===== config.mk =====
export PLATFORM = sky130hd
export DESIGN_NAME = inst_fetch
export DESIGN_NICKNAME = d
export VERILOG_FILES = /design/src/rtl/inst_fetch.sv
export SDC_FILE = /design/constraint.sdc
export NUM_CORES = 1
export LEC_CHECK = 0
export CORE_MARGIN = 2
export CORE_UTILIZATION = 30
export CTS_CLUSTER_SIZE = 40
export DETAILED_ROUTE_END_ITERATION = 6
export GPL_TIMING_DRIVEN = 0
export SETUP_SLACK_MARGIN = 0.1
export SLEW_MARGIN = 20
export SYNTH_ARGS = -nofsm -noshare
export SYNTH_HDL_FRONTEND = slang
export SYNTH_SLANG_ARGS = --single-unit

===== constraint.sdc =====
create_clock -name clk -period 9 [get_ports clk]
set_clock_uncertainty 0.1 [all_clocks]
set_input_delay 2.7 -clock clk [delete_from_list [all_inputs] [get_ports clk]]
set_output_delay 2.7 -clock clk [all_outputs]
set_load 0.02 [all_outputs]

===== src/rtl/inst_fetch.sv =====
// Instruction fetch stage: owns the PC, drives the instruction memory address and
// registers the returned instruction into the IF/ID boundary with stall, redirect, halt and fault handling.
module inst_fetch #(
    parameter logic [31:0] RESET_PC  = 32'h0000_0000,
    parameter logic [31:0] HALT_INST = 32'hFFFF_FFFF
) (
    input  logic        clk,
    input  logic        rst,
    output logic [31:0] address,
    input  logic [31:0] inst,
    input  logic        stall,
    input  logic        branch_taken,
    input  logic [31:0] branch_target,
    input  logic        jump,
    input  logic [31:0] jump_target,
    output logic [31:0] id_inst,
    output logic [31:0] id_pc,
    output logic [31:0] id_pc_plus4,
    output logic        id_valid,
    output logic        halted,
    output logic        fault,
    output logic [31:0] fetch_count
);

    typedef enum logic [1:0] {
        ST_BOOT  = 2'd0,
        ST_RUN   = 2'd1,
        ST_HALT  = 2'd2,
        ST_FAULT = 2'd3
    } state_t;

    state_t      state_q, state_d;
    logic [31:0] pc_q, pc_d;
    logic [31:0] id_inst_q, id_inst_d;
    logic [31:0] id_pc_q, id_pc_d;
    logic [31:0] id_pc_plus4_q, id_pc_plus4_d;
    logic        id_valid_q, id_valid_d;
    logic        halted_q, halted_d;
    logic        fault_q, fault_d;
    logic [31:0] fetch_count_q, fetch_count_d;
    logic        redirect_s;
    logic [31:0] target_s;

    assign redirect_s = jump | branch_taken;
    assign target_s   = jump ? jump_target : branch_target;

    // Next-state and next-output selection for the fetch sequencer
    always_comb begin
        state_d       = state_q;
        pc_d          = pc_q;
        id_inst_d     = id_inst_q;
        id_pc_d       = id_pc_q;
        id_pc_plus4_d = id_pc_plus4_q;
        id_valid_d    = id_valid_q;
        fetch_count_d = fetch_count_q;
        unique case (state_q)
            ST_BOOT: begin
                state_d = ST_RUN;
            end
            ST_RUN: begin
                if (redirect_s) begin
                    // The in-flight fetch is dropped; a misaligned target freezes the PC
                    id_valid_d = 1'b0;
                    if (target_s[1:0] != 2'b00) begin
                        state_d = ST_FAULT;
                    end else begin
                        pc_d = target_s;
                    end
                end else if (!stall) begin
                    id_inst_d     = inst;
                    id_pc_d       = pc_q;
                    id_pc_plus4_d = pc_q + 32'd4;
                    id_valid_d    = 1'b1;
                    fetch_count_d = fetch_count_q + 32'd1;
                    if (inst == HALT_INST) begin
                        state_d = ST_HALT;
                    end else begin
                        pc_d = pc_q + 32'd4;
                    end
                end else begin
                    pc_d = pc_q;
                end
            end
            ST_HALT: begin
                if (!stall) begin
                    id_valid_d = 1'b0;
                end else begin
                    id_valid_d = id_valid_q;
                end
            end
            ST_FAULT: begin
                id_valid_d = 1'b0;
            end
            default: begin
                state_d    = ST_FAULT;
                id_valid_d = 1'b0;
            end
        endcase
        halted_d = (state_d == ST_HALT);
        fault_d  = (state_d == ST_FAULT);
    end

    // State, PC and IF/ID register bank
    always_ff @(posedge clk or posedge rst) begin
        if (rst) begin
            state_q       <= ST_BOOT;
            pc_q          <= RESET_PC;
            id_inst_q     <= 32'd0;
            id_pc_q       <= 32'd0;
            id_pc_plus4_q <= 32'd0;
            id_valid_q    <= 1'b0;
            halted_q      <= 1'b0;
            fault_q       <= 1'b0;
            fetch_count_q <= 32'd0;
        end else begin
            state_q       <= state_d;
            pc_q          <= pc_d;
            id_inst_q     <= id_inst_d;
            id_pc_q       <= id_pc_d;
            id_pc_plus4_q <= id_pc_plus4_d;
            id_valid_q    <= id_valid_d;
            halted_q      <= halted_d;
            fault_q       <= fault_d;
            fetch_count_q <= fetch_count_d;
        end
    end

    assign address     = pc_q;
    assign id_inst     = id_inst_q;
    assign id_pc       = id_pc_q;
    assign id_pc_plus4 = id_pc_plus4_q;
    assign id_valid    = id_valid_q;
    assign halted      = halted_q;
    assign fault       = fault_q;
    assign fetch_count = fetch_count_q;

endmodule


==> metrics.md <==
| Metric | Value |
|---|---|
| Share of synthesized registers carrying an async set or reset | `100%` |
| Share of layout cells above drive strength 1 | `6.37%` |
| Resize count post-CTS | `0` |
| Synth area leader | `dfrtp_1` |
| Syn_nets | `940` |
| RePlAce Congestion | `0.883` |
| Hold_buf cts | `0` |
| Final WL | `28.8 mm` |
| Die X | `165 um` |
| Fill cells | `2504` |
| Critical path cell sequence | `clkdlybuf4s50_1, nand4_1, nor4_1, a211oi_2, or2_1, buf_2, buf_2, a21oi_1` |
| Pins over their slew limit | `0` |
| Largest net degree at the start of global routing | `100` |
| Core box area | `25300 um2` |
| Critical path startpoint category | `input port` |
| Die area | `27200 um2` |
| Pwr per Cell Area | `181 nW/um2` |
| Synth Warn # | `0` |
| IO Pins | `264` |
| Vias in the first global route | `7174` |
| Tcrit/Tclk final | `58.5%` |
| Drt pass-1 iters | `5` |
| Die height | `165 um` |
| P_leak | `0.00497 uW` |
| Relative slew slack | `28.9%` |
| Most frequent CP cell | `buf_2` |
| CTS sink cnt | `163` |
| Clock tree root driver cell | `clkbuf_16` |
| Crit path time final | `5.27 ns` |
| Peak supply drop | `0.0907 mV` |
| Clock Latency Late Sink | `0.42 ns` |
| Initial DRC Count | `469` |
| Final #Nets | `1222` |
| HP Class | `reg -> reg` |
| Fmax | `190 MHz` |
| Seq/Total Area, Yosys | `52.5%` |
| Clock buffer count from CTS | `17` |
| Area share of the leading cell type in the synthesized netlist | `52.5%` |
| Final Hold Fails | `0` |
| Synth top area cells | `dfrtp_1 (53%), nand2_1 (12%), xnor2_1 (4.4%)` |
| GRT overflow | `0` |
| Crit path kind | `in -> reg` |
| Post-synth EDFFs | `0` |
| Gr usage total | `21.4%` |
| Setup-failing EPs final | `0` |
| Max-cap violation count | `0` |
| Area added between synthesis and finish | `47.2%` |
| Avg Cell Area, Syn | `9.27 um2` |
| Post-synthesis register bit count | `163` |
| First-pass GRT wire length | `43.4 mm` |
| Placed cells | `1430` |
| Worst EP required | `9.24 ns` |
| Initial Util | `30.6%` |
| Multi-input logic area | `3390 um2` |
| IO buf count | `262` |
| Hold Slack | `0.370 ns` |
| DR WL/cell | `19.7 um` |
| Status | `completed` |
| Via count | `7256` |
| Worst-case clock buffer depth | `2` |
| Cell Count, Final, Fillers Out | `1462` |
| Cell with the largest stage delay on the worst path | `nor4_1` |
| Routed Antenna Nets | `0` |
| RSZ-0062 raised after global routing | `no` |
| Total power | `2070 uW` |
| Critical path arrival | `5.50 ns` |
| Post-CTS Setup Bufs | `0` |
| Post-synth top flop | `dfrtp_1` |
| Detailed Place HPWL | `22.0 mm` |
| CTS tree | `done` |
| CP max FO | `10` |
| Crit path capture type | `flip-flop` |
| Routed vias/inst | `4.96` |
| Num rows | `58` |
| DRC | `0` |
| Htree depth | `4` |
| Distinct cells, synth | `67` |
| Initial antenna violation count | `4` |
| Synthesized cell area | `7760 um2` |
| Register area | `4080 um2` |
| Cells after Synth | `837` |
| Worst-margin pin slew | `1.06 ns` |
| Largest stage delay on the critical path | `0.93 ns` |
| Clock transition at the registers of the reported paths | `0.07 ns` |
[cell usage in the layout, fill, tap and decap left out, types with 4 or more instances in the layout]
cell and n:
a211o_1 5, a21oi_1 8, a2bb2oi_1 6, a31oi_1 16, and3_1 10, and4_1 8
buf_2 15, buf_4 6, clkbuf_1 29, clkbuf_16 17, clkdlybuf4s50_1 262, clkinvlp_4 6
dfrtp_1 163, inv_1 9, inv_6 4, nand2_1 258, nand3_1 27, nand4_1 20
nor2_1 35, nor2b_1 5, nor3_1 19, nor3_2 4, nor4_1 6, o21ai_0 32
o21ai_1 5, o22a_1 15, o22ai_1 15, xnor2_1 39, xor2_1 19
[metrics by stage]
step	cell area (um2)	setup WS (ns)	utilization (%)	setup TNS (ns)
after floorplan	7760	1.80	-	0
after global routing	11400	3.62	45.1	0
after CTS	11400	3.71	45.1	0
after global placement	10800	-0.832	42.6	-132.56
final	11400	3.73	45.1	0
after detailed placement	10800	3.26	42.8	0
[layer usage]
layer  vias to the layer above  GRT usage, %  part of all wire [%]
met5                         -             0                 0.042
met4                         2          4.70                   1.2
met3                        29          7.56                   9.9
met2                       305          34.8                    46
met1                      3476          27.5                    43
li1                       3444             -                     -
[worst paths after layout]
path / start / end / slack [ns] / depth (start not counted)
min in group asynchronous: rst / id_inst[11] / 2.71 / 2
worst max register to register: state_q[0] / id_inst[21] / 6.47 / 6
max in group asynchronous: rst / id_pc[7] / 5.31 / 3
worst max-delay path: inst[1] / address[4] / 3.73 / 8
worst min-delay path: id_inst[24] / id_inst[24] / 0.37 / 2
worst min register to register: id_inst[24] / id_inst[24] / 0.37 / 2
[critical path, delay by kind of cell]
family	cells	cell delay, ns
compound gates	2	0.48
buf+inv	3	0.95
simple gates	3	1.37
[registers in the layout, indices dropped and copies added, names as in the netlist]
name         flops
fault            1
id_pc_plus4     30
halted           1
id_valid         1
id_inst         32
state_q          2
id_pc           32
fetch_count     32
address         32
[cell usage after synthesis, drive strengths merged (3+ instances only)]
cell	number
a211o	5
a211oi	4
a21oi	8
a221oi	3
a2bb2oi	7
a311oi	3
a31oi	16
and2	3
and3	10
and4	8
buf	24
clkbuf	30
dfrtp	163
inv	11
nand2	258
nand2b	3
nand3	29
nand4	22
nor2	35
nor2b	5
nor3	23
nor4	7
o21ai	37
o22a	15
o22ai	15
o2bb2ai	3
xnor2	39
xor2	19
[where the power goes]
group	internal [uW]	switching (uW)	total, uW
Clock	419	321	740
Sequential	790	79.8	870
Combinational	214	243	457
[cell type report]
cell class                      instances  share of cell area (%)
Clock buffer                           18                    3.84
Inverter                               12                   0.460
Timing Repair Buffer                  263                    23.2
Clock inverter                         13                    1.30
Multi-Input combinational cell        608                    29.6
Antenna cell                            1                  0.0219
Tap cell                              330                    3.61
Buffer                                 54                    2.21
Sequential cell                       163                    35.7
[cells by family after synthesis]
family,Yosys count,share of synthesized area (%)
and+or+nand+nor,411,24.0
AOI/OAI and AO/OA,135,12.4
buffers and inverters,66,3.84
DFF,163,52.5
xor gates and xnor gates,58,6.54
adders and majority gates,2,0.322
muxes,2,0.274
(Power assumes the default switching activity.)
